$ cat src/rtl/keypad_scan_pkg.sv
// ---------------------------------------------------------------------------
// keypad_scan_pkg
//
// Shared definitions for the 4x4 keypad scanner:
//   - key codes for the letter and symbol keys
//   - debounce FSM state encoding
//   - per-frame scan result encoding
//   - keyCode(): maps a (row, col) position on the matrix to its key code
// ---------------------------------------------------------------------------
package keypad_scan_pkg;

  // Codes for the non-digit keys; digits map to their own value.
  localparam logic [3:0] KEY_A    = 4'd10;
  localparam logic [3:0] KEY_B    = 4'd11;
  localparam logic [3:0] KEY_C    = 4'd12;
  localparam logic [3:0] KEY_D    = 4'd13;
  localparam logic [3:0] KEY_STAR = 4'd14;
  localparam logic [3:0] KEY_HASH = 4'd15;

  // Idle level of the row lines (pull-ups, nothing pressed).
  localparam logic [3:0] ROWS_IDLE = 4'b1111;

  // Debounce FSM states.
  typedef enum logic [1:0] {
    ST_IDLE     = 2'd0,
    ST_DEBOUNCE = 2'd1,
    ST_HELD     = 2'd2
  } scan_state_t;

  // What one complete scan of all four columns saw.
  typedef enum logic [1:0] {
    FRAME_NONE   = 2'd0,
    FRAME_SINGLE = 2'd1,
    FRAME_MULTI  = 2'd2
  } frame_result_t;

  // Key code lookup for the physical layout:
  //   row 0: 1 2 3 A
  //   row 1: 4 5 6 B
  //   row 2: 7 8 9 C
  //   row 3: * 0 # D
  function automatic logic [3:0] keyCode(input logic [1:0] row, input logic [1:0] col);
    logic [3:0] code;
    code = 4'd0;
    case ({row, col})
      4'b00_00: code = 4'd1;
      4'b00_01: code = 4'd2;
      4'b00_10: code = 4'd3;
      4'b00_11: code = KEY_A;
      4'b01_00: code = 4'd4;
      4'b01_01: code = 4'd5;
      4'b01_10: code = 4'd6;
      4'b01_11: code = KEY_B;
      4'b10_00: code = 4'd7;
      4'b10_01: code = 4'd8;
      4'b10_10: code = 4'd9;
      4'b10_11: code = KEY_C;
      4'b11_00: code = KEY_STAR;
      4'b11_01: code = 4'd0;
      4'b11_10: code = KEY_HASH;
      4'b11_11: code = KEY_D;
      default:  code = 4'd0;
    endcase
    return code;
  endfunction

endpackage

$ cat src/rtl/keypad_scan_sync.sv
// ---------------------------------------------------------------------------
// keypad_sync
//
// Two-flop synchronizer for the four keypad row lines, which arrive
// asynchronously from the switch matrix. Both stages reset to the idle
// (all-high) level so that no phantom key is seen straight after reset.
//
// Ports:
//   clk       system clock
//   rstn      synchronous active-low reset
//   i_rowsN   raw active-low row lines
//   o_rowsN   synchronized active-low row lines
// ---------------------------------------------------------------------------
module keypad_sync (
  input  logic       clk,
  input  logic       rstn,
  input  logic [3:0] i_rowsN,
  output logic [3:0] o_rowsN
);
  import keypad_scan_pkg::*;

  logic [3:0] r_meta;
  logic [3:0] r_sync;

  // First stage may go metastable; second stage gives it a full cycle to
  // resolve before anything downstream looks at it.
  always_ff @(posedge clk) begin
    if (!rstn) begin
      r_meta <= ROWS_IDLE;
      r_sync <= ROWS_IDLE;
    end else begin
      r_meta <= i_rowsN;
      r_sync <= r_meta;
    end
  end

  assign o_rowsN = r_sync;

endmodule

$ cat src/rtl/keypad_scan.sv
// ---------------------------------------------------------------------------
// keypad_scan
//
// 4x4 matrix keypad scanner and debouncer. Drives one column low at a time,
// samples the synchronized rows at the end of each column dwell, folds the
// four column samples of a frame into NONE / SINGLE(k) / MULTI, and runs a
// debounce FSM once per frame. One accepted press gives exactly one
// single-cycle Value_en strobe; holding a key does not repeat.
//
// Parameters:
//   SCAN_DIV        clock cycles each column is driven (>= 4)
//   DEBOUNCE_SCANS  identical frames to accept a press, empty frames to
//                   accept a release (>= 2)
//
// Ports:
//   clk        system clock
//   rstn       synchronous active-low reset
//   row_n      keypad rows, active-low, asynchronous
//   col_n      column drive, active-low, one column at a time
//   KEY_Value  code of the last accepted key
//   Value_en   one-cycle strobe for a newly accepted key
//   key_held   high from acceptance until release is accepted
// ---------------------------------------------------------------------------
module keypad_scan #(
  parameter int SCAN_DIV       = 50000,
  parameter int DEBOUNCE_SCANS = 3
) (
  input  logic       clk,
  input  logic       rstn,
  input  logic [3:0] row_n,
  output logic [3:0] col_n,
  output logic [3:0] KEY_Value,
  output logic       Value_en,
  output logic       key_held
);
  import keypad_scan_pkg::*;

  localparam int DWELL_W = (SCAN_DIV > 1) ? $clog2(SCAN_DIV) : 1;
  localparam int CNT_W   = $clog2(DEBOUNCE_SCANS + 1);

  localparam logic [DWELL_W-1:0] DWELL_LAST = DWELL_W'(SCAN_DIV - 1);
  localparam logic [CNT_W-1:0]   DEB_TARGET = CNT_W'(DEBOUNCE_SCANS);

  // -------------------------------------------------------------------------
  // Declarations
  // -------------------------------------------------------------------------
  logic [3:0]         w_rowSync;

  logic [DWELL_W-1:0] r_dwellCnt;
  logic [1:0]         r_colIdx;
  logic [3:0]         r_colN;
  logic               w_dwellEnd;
  logic               w_frameEnd;
  logic [1:0]         w_colNext;

  logic [1:0]         r_hitCnt;
  logic [3:0]         r_firstCode;
  logic [2:0]         w_colHits;
  logic [1:0]         w_colFirstRow;
  logic [1:0]         w_baseCnt;
  logic [3:0]         w_baseCode;
  logic [2:0]         w_hitSum;
  logic [1:0]         w_newCnt;
  logic [3:0]         w_newCode;
  frame_result_t      w_frameResult;

  scan_state_t        r_state;
  logic [3:0]         r_cand;
  logic [CNT_W-1:0]   r_cnt;
  logic [CNT_W-1:0]   r_rcnt;
  logic [CNT_W-1:0]   w_cntNext;
  logic [CNT_W-1:0]   w_rcntNext;
  logic [3:0]         r_keyValue;
  logic               r_valueEn;
  logic               r_keyHeld;

  // -------------------------------------------------------------------------
  // Row synchronizer
  // -------------------------------------------------------------------------
  keypad_sync u_sync (
    .clk     (clk),
    .rstn    (rstn),
    .i_rowsN (row_n),
    .o_rowsN (w_rowSync)
  );

  // -------------------------------------------------------------------------
  // Scan timing: the dwell counter runs 0..SCAN_DIV-1 per column. The last
  // dwell cycle is both the row sample point and the column step, which
  // leaves SCAN_DIV-3 cycles of settling after the two synchronizer stages.
  // -------------------------------------------------------------------------
  assign w_dwellEnd = (r_dwellCnt == DWELL_LAST);
  assign w_frameEnd = w_dwellEnd && (r_colIdx == 2'd3);
  assign w_colNext  = r_colIdx + 2'd1;

  // Column drive is rebuilt from the index each step so it can never lose
  // its single low bit.
  always_ff @(posedge clk) begin
    if (!rstn) begin
      r_dwellCnt <= '0;
      r_colIdx   <= 2'd0;
      r_colN     <= 4'b1110;
    end else if (w_dwellEnd) begin
      r_dwellCnt <= '0;
      r_colIdx   <= w_colNext;
      r_colN     <= ~(4'b0001 << w_colNext);
    end else begin
      r_dwellCnt <= r_dwellCnt + DWELL_W'(1);
    end
  end

  // -------------------------------------------------------------------------
  // Frame accumulator: combines the current column sample with what the
  // earlier columns of this frame saw. Column 0 starts from empty, so the
  // stored values never leak between frames. The hit count saturates at 2
  // because only none/one/many matters.
  // -------------------------------------------------------------------------
  always_comb begin
    w_colHits     = 3'd0;
    w_colFirstRow = 2'd0;
    for (int r = 3; r >= 0; r--) begin
      if (!w_rowSync[r]) begin
        w_colHits     = w_colHits + 3'd1;
        w_colFirstRow = 2'(r);
      end
    end

    w_baseCnt  = (r_colIdx == 2'd0) ? 2'd0 : r_hitCnt;
    w_baseCode = (r_colIdx == 2'd0) ? 4'd0 : r_firstCode;
    w_hitSum   = {1'b0, w_baseCnt} + w_colHits;
    w_newCnt   = (w_hitSum >= 3'd2) ? 2'd2 : w_hitSum[1:0];

    if ((w_baseCnt == 2'd0) && (w_colHits != 3'd0)) begin
      w_newCode = keyCode(w_colFirstRow, r_colIdx);
    end else begin
      w_newCode = w_baseCode;
    end

    if (w_newCnt == 2'd0) begin
      w_frameResult = FRAME_NONE;
    end else if (w_newCnt == 2'd1) begin
      w_frameResult = FRAME_SINGLE;
    end else begin
      w_frameResult = FRAME_MULTI;
    end
  end

  // Capture the running frame totals at every column sample point.
  always_ff @(posedge clk) begin
    if (!rstn) begin
      r_hitCnt    <= 2'd0;
      r_firstCode <= 4'd0;
    end else if (w_dwellEnd) begin
      r_hitCnt    <= w_newCnt;
      r_firstCode <= w_newCode;
    end
  end

  // -------------------------------------------------------------------------
  // Debounce FSM, stepped once per frame on the column-3 sample. Outputs are
  // registered here so Value_en, KEY_Value and key_held all change on the
  // cycle right after the deciding sample.
  // -------------------------------------------------------------------------
  assign w_cntNext  = r_cnt + CNT_W'(1);
  assign w_rcntNext = r_rcnt + CNT_W'(1);

  always_ff @(posedge clk) begin
    if (!rstn) begin
      r_state    <= ST_IDLE;
      r_cand     <= 4'd0;
      r_cnt      <= '0;
      r_rcnt     <= '0;
      r_keyValue <= 4'd0;
      r_valueEn  <= 1'b0;
      r_keyHeld  <= 1'b0;
    end else begin
      r_valueEn <= 1'b0;
      if (w_frameEnd) begin
        case (r_state)
          ST_IDLE: begin
            if (w_frameResult == FRAME_SINGLE) begin
              r_cand  <= w_newCode;
              r_cnt   <= CNT_W'(1);
              r_state <= ST_DEBOUNCE;
            end
          end

          ST_DEBOUNCE: begin
            if (w_frameResult == FRAME_SINGLE) begin
              if (w_newCode == r_cand) begin
                if (w_cntNext == DEB_TARGET) begin
                  r_keyValue <= r_cand;
                  r_valueEn  <= 1'b1;
                  r_keyHeld  <= 1'b1;
                  r_cnt      <= '0;
                  r_rcnt     <= '0;
                  r_state    <= ST_HELD;
                end else begin
                  r_cnt <= w_cntNext;
                end
              end else begin
                r_cand <= w_newCode;
                r_cnt  <= CNT_W'(1);
              end
            end else begin
              r_cnt   <= '0;
              r_state <= ST_IDLE;
            end
          end

          ST_HELD: begin
            // Any contact, including a multi-key jumble, restarts the
            // release count so a release is only taken from clean frames.
            if (w_frameResult == FRAME_NONE) begin
              if (w_rcntNext == DEB_TARGET) begin
                r_rcnt    <= '0;
                r_keyHeld <= 1'b0;
                r_state   <= ST_IDLE;
              end else begin
                r_rcnt <= w_rcntNext;
              end
            end else begin
              r_rcnt <= '0;
            end
          end

          default: begin
            r_cnt     <= '0;
            r_rcnt    <= '0;
            r_keyHeld <= 1'b0;
            r_state   <= ST_IDLE;
          end
        endcase
      end
    end
  end

  // -------------------------------------------------------------------------
  // Outputs
  // -------------------------------------------------------------------------
  assign col_n     = r_colN;
  assign KEY_Value = r_keyValue;
  assign Value_en  = r_valueEn;
  assign key_held  = r_keyHeld;

endmodule
$ cat config.mk
export PLATFORM = sky130hd
export DESIGN_NAME = keypad_scan
export DESIGN_NICKNAME = d
export VERILOG_FILES = /design/src/rtl/keypad_scan_pkg.sv /design/src/rtl/keypad_scan_sync.sv /design/src/rtl/keypad_scan.sv
export SDC_FILE = /design/constraint.sdc
export NUM_CORES = 1
export LEC_CHECK = 0
export CORE_AREA = 2 2 76 78
export CTS_CLUSTER_DIAMETER = 80
export CTS_CLUSTER_SIZE = 30
export DETAILED_ROUTE_END_ITERATION = 8
export DIE_AREA = 0 0 78 80
export PLACE_DENSITY_LB_ADDON = 0.25
export SYNTH_ARGS = -nofsm -noshare
export SYNTH_HDL_FRONTEND = slang
export SYNTH_SLANG_ARGS = --single-unit
$ cat constraint.sdc
create_clock -name clk -period 3.8 [get_ports clk]
set_input_delay 0.76 -clock clk [delete_from_list [all_inputs] [get_ports clk]]
set_output_delay 0.76 -clock clk [all_outputs]
set_load 0.01 [all_outputs]
---- Word-level counts from Yosys, hierarchy flattened ----
Memory sizes are Yosys's and may differ from the RTL's.
Index checks and enable logic that the tools add are counted.
storage, ports and cells
  ROM bits ................................ 64
  input bits .............................. 6
  memories kept ........................... 1
  output and inout port bits .............. 10
  logic and storage cells ................. 106
  flip-flop bits (word level) ............. 52
memory list
  memory           depth  width  rd ports  clocked after Yosys merged registers in  write ports  RTL line               source
  (no name shown)  16     4      1         0                                        0            keypad_scan_pkg.sv:45  case ({row, col})
operators by class
  bitwise logic cells ..................... 4
  mux-type cells .......................... 42
  reductions and logical operators ........ 17
  shift operators ......................... 1
  equality and inequality tests ........... 18
  $add $sub $neg .......................... 8
  magnitude comparators ................... 1
operator list
  operator                 count
  $mux W2                  22
  $mux W4                  5
  $reduce_and A5 Y1        4
  $pmux W2 S3              3
  $add A16 B1 Y16 const B  1
  $eq A16 B16 Y1 const B   1
  $ne A2 B2 Y1 const B     7
  $logic_not A2 Y1         5
  $add A3 B1 Y3 const B    3
  $mux W3                  3
  $eq A2 B2 Y1 const B     4
  $pmux W4 S2              1
  $mux W1                  7
  $reduce_and A7 Y1        1
  $add A2 B1 Y2 const B    3
  $eq A2 B1 Y1 const B     3
  $ne A3 B3 Y1 const B     2
  $reduce_and A6 Y1        1
  $eq A4 B4 Y1             1
  $not A4 Y4               1
  $shl A1 B2 Y4 const A    1
  $add A2 B3 Y3            1
  $ge A3 B2 Y1 const B     1
  $not A1 Y1               3
  other kinds (6)          7

---- Logic depth before layout (Yosys ltp) ----
  depth in word-level cells ............... 16
  depth in mapped cells ................... 15
  mapped depth without buffers ............ 15

---- Cells and area by module ----
A second synthesis with hierarchy kept.
second synthesis, totals
  cell total of the unflattened synthesis .. 320
  area, all modules ....................... 2906.5 µm²
by module, submodules not included
  module       cells each  instances  area an instance (µm²)  seq. area each (µm²)
  keypad_scan  304         1          2696.3                  880.8
  keypad_sync  16          1          210.2                   160.2

---- Worst setup path before layout ----
No wires, ideal clock.
  path kind ............................... flip-flop to flip-flop
  start ................................... register u_sync.r_sync[2], in the netlist u_sync.o_rowsN[2]
  end ..................................... register r_keyValue[3], in the netlist KEY_Value[3]
  period minus slack after synthesis ...... 3.649 ns
  setup slack ............................. 0.151 ns
  setup time .............................. 0.071 ns
  buffers on the path ..................... 0
  arrival ................................. 3.578 ns
  cell stages (with the launch flop) ...... 15
  data required time ...................... 3.729 ns
  cell sequence ........................... dfxtp_1 inv_1 ha_1 xnor2_1 ha_1 nor2_1 a31oi_1 inv_1 fa_1 xnor3_1 nand3_1 or3_1 nor4_1 nand4_1 a21oi_1
on the way
  longest elaborated chain between the ends .. 13
  elaborated cells between the ends (all ways) .. 22
  those cells by class .................... add/sub (3); order compare (1); eq/ne (3); mux (10); reduce/logical (4); memory (1)
ends and longest elaborated chain
  what                             RTL line                source
  from (decl)                      keypad_scan_sync.sv:23  logic [3:0] r_sync;
  from (signal assigned)           keypad_scan_sync.sv:33  r_sync <= r_meta;
  $mux W3                          keypad_scan.sv:122      if (!w_rowSync[r]) begin
  $add A3 B1 Y3                    keypad_scan.sv:123      w_colHits = w_colHits + 3'd1;
  $mux W3                          keypad_scan.sv:122
  $add A3 B1 Y3                    keypad_scan.sv:123
  $mux W3                          keypad_scan.sv:122
  $add A2 B3 Y3                    keypad_scan.sv:130      w_hitSum = {1'b0, w_baseCnt} + w_colHits;
  $ge A3 B2 Y1                     keypad_scan.sv:131      w_newCnt = (w_hitSum >= 3'd2) ? 2'd2 : w_hitSum[1:0];
  $mux W2                          keypad_scan.sv:131
  $eq A2 B1 Y1                     keypad_scan.sv:141      end else if (w_newCnt == 2'd1) begin
  $mux W2                          keypad_scan.sv:141
  $mux W2                          keypad_scan.sv:139      if (w_newCnt == 2'd0) begin
  $eq A2 B1 Y1                     keypad_scan.sv:189      if (w_frameResult == FRAME_SINGLE) begin
  $reduce_and A5 Y1 (no line) (*)  n/a
  to (signal assigned)             keypad_scan.sv:192      r_keyValue <= r_cand;
  to (decl)                        keypad_scan.sv:73       logic [3:0] r_keyValue;
Every way passes the cells marked *; elsewhere a longest branch is shown, timed or not.
A chain may end at the register's enable or synchronous reset.

---- Worst setup path in the final report ----
  start ................................... register u_sync.r_sync[2], in the netlist u_sync.o_rowsN[2]
  end ..................................... register r_keyHeld, in the netlist key_held
on the way
  longest elaborated chain between the ends .. 14
  elaborated cells between the ends (all ways) .. 26
  those cells by class .................... add/sub (3); order compare (1); eq/ne (6); mux (10); reduce/logical (5); memory (1)
ends and longest elaborated chain
  what                                                     RTL line                                source
  $mux W3                                                  keypad_scan.sv:122
  $add A3 B1 Y3                                            keypad_scan.sv:123
  $mux W3                                                  keypad_scan.sv:122
  $add A3 B1 Y3                                            keypad_scan.sv:123
  $mux W3                                                  keypad_scan.sv:122
  $add A2 B3 Y3                                            keypad_scan.sv:130
  $ge A3 B2 Y1                                             keypad_scan.sv:131
  $mux W2                                                  keypad_scan.sv:131
  $eq A2 B1 Y1                                             keypad_scan.sv:141
  $mux W2                                                  keypad_scan.sv:141
  $mux W2                                                  keypad_scan.sv:139
  $eq A2 B1 Y1 / $logic_not A2 Y1 (equally long branches)  keypad_scan.sv:189, keypad_scan.sv:214
  $ne A2 B2 Y1 (no line)                                   n/a
  $reduce_and A7 Y1 (no line) (*)                          n/a
  to (signal assigned)                                     keypad_scan.sv:175                      r_keyHeld <= 1'b0;
  to (signal assigned)                                     keypad_scan.sv:194                      r_keyHeld <= 1'b1;
  to (signal assigned)                                     keypad_scan.sv:217                      r_keyHeld <= 1'b0;
  to (decl)                                                keypad_scan.sv:75                       logic r_keyHeld;
Marks and branches as above.

==> key figures <==
Die
  – FP Rows: 27
  – Core ar.: 5410 um^2
  – Die footprint: 6240 um^2
  – Initial Util: 0.526
  – # IOs: 16
  – Chip width: 78 um
  – Die Height: 80 um

Synthesis
  – Synthesized cell area: 2840 um^2
  – Area contributors post-synth: dfxtp_1, ha_1, nand2_1
  – Most frequent cell after synthesis: dfxtp_1
  – Simple-gate share of the synthesized area: 0.284
  – Mapped Cells: 328
  – Post-synth ARST share: 0
  – Multiplexer area fraction after synthesis: 0.0361
  – Post-synth top area cell: dfxtp_1
  – EDFF count, synth: 0
  – #FFs+latches synth: 52
  – Yosys top cell area share: 0.366
  – Synth Flop Type: dfxtp_1
  – Post-synthesis compound-gate area fraction: 0.140
  – Adder-Cell Fraction of Synth Area: 0.0643
  – Syn avg cell area: 8.67 um^2
  – Synth Area in XOR/XNOR: 0.0722
  – Sequential-to-total area share from yosys stat: 0.366
  – Syn nets: 348
  – Largest family of logic cells by synthesized area: simple AND/OR/NAND/NOR gates
  – Top post-synthesis cells by count: dfxtp_1, nand2_1, nor2_1, a21oi_1, nand2b_1
  – Warnings from Yosys: 0
  – Yosys cell types: 58

STA
  – Final Skew: 0.0115 ns
  – WHS: between 0.4 and 0.5 ns
  – Setup-failing EPs final: 0
  – Max-Slew Margin vs Limit: 0.577
  – Final hold violation count: 0
  – Slew @ Worst Pin: approximately 0.63 ns
  – Final Cycle Share: 0.952
  – Number of max-slew violations in the final report: 0
  – Fmax: 276 MHz
  – Fin crit period: 3.62 ns

GRT
  – Total grt overflow: 0
  – Global-route wire length before repair: 9270 um
  – GRT Util Overall: 0.186
  – Initial antenna violation count: 0
  – Pin count of the biggest net entering global routing: 30
  – Vias in the first global route: 2044

Power
  – LEAKAGE: 1.16 nW
  – Worst vdd ir: 0.000219 V
  – Power Density: 310 nW/um^2
  – Switching share of power: 0.260
  – Internal power: about 0.00073 W
  – Power share of the sequential group: 0.568
  – Clk network pwr share: 0.323
  – Comb power frac: 0.109
  – P_sw: 0.000254 W

Placed design
  – Dpl cells: between 400 and 500
  – IO Port Bufs: 15
  – Hpwl dp: between 3000 and 4000 um
  – GP Congestion: 0.838

Layout
  – Final layout net count: 360
  – Register area: approximately 1000 um^2
  – Non-Filler Instances: 413
  – # fillers: 500
  – Layout cells sized above 1: 0.0792
  – # diodes: 0
  – Area growth, synth to finish: 11.0%
  – Multi-input gate area: ~1700 um^2

Clock network
  – Clk_lat worst skew: 0.31 ns
  – Cts hold-fix bufs: 0
  – CTS Buffer Depth: 2
  – CTS Buf Count: 5
  – CTS tree: built
  – CTS root buffer: clkbuf_8
  – Clk sinks: 52
  – Worst-path clk slew: 0.10 ns
  – Max H-tree Level: 2

Setup path
  – Critical path fanouts, max: 6
  – Crit path cell chain: inv_1 > ha_1 > xnor2_1 > ha_1 > nor2_1 > a31oi_1 > inv_1 > fa_1 > xnor3_1 > nand3_2 > nor3_1 > or3b_2 > nand4b_1 > o21ai_1
  – Critical path capture point type: flip-flop
  – Crit start category: flip-flop
  – Cell count along the critical path: 14
  – Slowest CP cell: or3b_2
  – CP arrival: 3.87 ns
  – R2r worst-path depth: 14
  – Reg2reg start: u_sync.o_rowsN[2]
  – Crit path max-delay family: simple AND/OR/NAND/NOR gates
  – Setup CP Type: reg2reg
  – Crit path launch: u_sync.o_rowsN[2]
  – WP data required: 4.05 ns
  – Slowest stage delay, CP: 0.46 ns
  – Worst path bufs/invs: 2

Routing
  – DR DRC count: 0
  – Pre-antenna DRT Iters: 4
  – Post-route ant nets: 0
  – Final wirelength: 5530 um
  – DR vias: ~2300
  – Starting DRT DRC Count: 80
  – Drt via density: 5.48
  – Drt wl/cell: around 13 um

Min path
  – Hold Startpoint: u_sync.r_meta[1]
  – Hold Crit Class: reg2reg
  – Hold depth: 1

Outcome
  – Status: finished, final reports clean

Flow run
  – Max Cap Viol: 0
registers in the layout, summed over array words and instances (netlist names), 4 cells and up:
name and flops:
r_firstCode 4, KEY_Value 4, u_sync.o_rowsN 4, r_cand 4
col_n 4, u_sync.r_meta 4, r_dwellCnt 16
worst register-to-register path, stage by stage (launching register included):
cell and delay, ns:
dfxtp_2 0.36, inv_1 0.05, ha_1 0.32, xnor2_1 0.18
ha_1 0.32, nor2_1 0.04, a31oi_1 0.20, inv_1 0.09
fa_1 0.38, xnor3_1 0.42, nand3_2 0.15, nor3_1 0.32
or3b_2 0.46, nand4b_1 0.17, o21ai_1 0.10
per-stage QoR:
step	instance area, um^2	power (W)	util	worst slack (ns)	TNS (ns)
floorplan	2840	0.000650	-	0.151	0
global placement	3050	0.000672	0.564	0.211	0
detailed placement	3050	0.000674	0.564	0.0971	0
CTS	3140	0.000990	0.581	0.0731	0
global route	3160	0.00102	0.584	-0.0117	-0.0156
finish	3160	0.000980	0.584	0.183	0
layout make-up:
type	count	area share
flip-flops and latches	52	0.330
well taps	72	0.0285
repair buffers	20	0.0595
clock buffers	6	0.0230
inverters	10	0.0119
multi-input cells	251	0.542
clock inverters	2	0.00515
power groups by stage:
| stage | clock network [W] | logic, W | registers, W |
|---|---|---|---|
| CTS | 0.000328 | 0.000105 | 0.000556 |
| global route | 0.000346 | 0.000118 | 0.000558 |
| detailed placement | 0 | 0.000105 | 0.000569 |
| global placement | 0 | 0.000103 | 0.000569 |
| finish | 0.000317 | 0.000107 | 0.000557 |
| floorplan | 0 | 0.0000831 | 0.000567 |
cells by family (layout without fill, tap and decap cells):
family	Yosys count	in the layout
multiplexers	9	9
AND/OR/NAND/NOR	152	152
buffers and inverters	25	38
AO/OA/AOI/OAI	55	55
adder cells (fa/ha/maj)	14	14
XOR/XNOR	21	21
flip-flops	52	52
final timing paths:
| check | endpoint | slack [ns] |
|---|---|---|
| max | key_held | 0.18 |
| min | u_sync.o_rowsN[1] | 0.41 |
| max reg2reg | key_held | 0.18 |
| min reg2reg | u_sync.o_rowsN[1] | 0.41 |
layer usage:
layer / wire (um) / global-route usage / vias up
met4: 70 / 0.0684 / 0
met3: 152 / 0.0351 / 6
met5: 0 / 0 / -
met1: 2770 / 0.243 / 1049
met2: 2540 / 0.305 / 28
li1: - / - / 1181
cells in the final DEF, fill, tap and decap left out, drive strengths merged, types with 3 or more instances in the layout:
cell            n
a21oi          15
a22oi           3
and2            4
and3            7
and4            3
buf             5
clkbuf          6
clkdlybuf4s50  15
dfxtp          52
ha             13
inv             9
mux2i           8
nand2          37
nand2b         14
nand3          11
nand4           8
nand4b          3
nor2           31
nor2b           7
nor3            5
nor4            4
o211ai          4
o21ai          12
o31ai           6
or2             3
or3             5
xnor2          13
xor2            7
repair_timing:
item                       4_1_cts  5_1_grt
resized for setup                0        4
buffers inserted                 0        0
setup endpoints to repair        0        6
No activity file was read; power rests on OpenSTA's default activity.
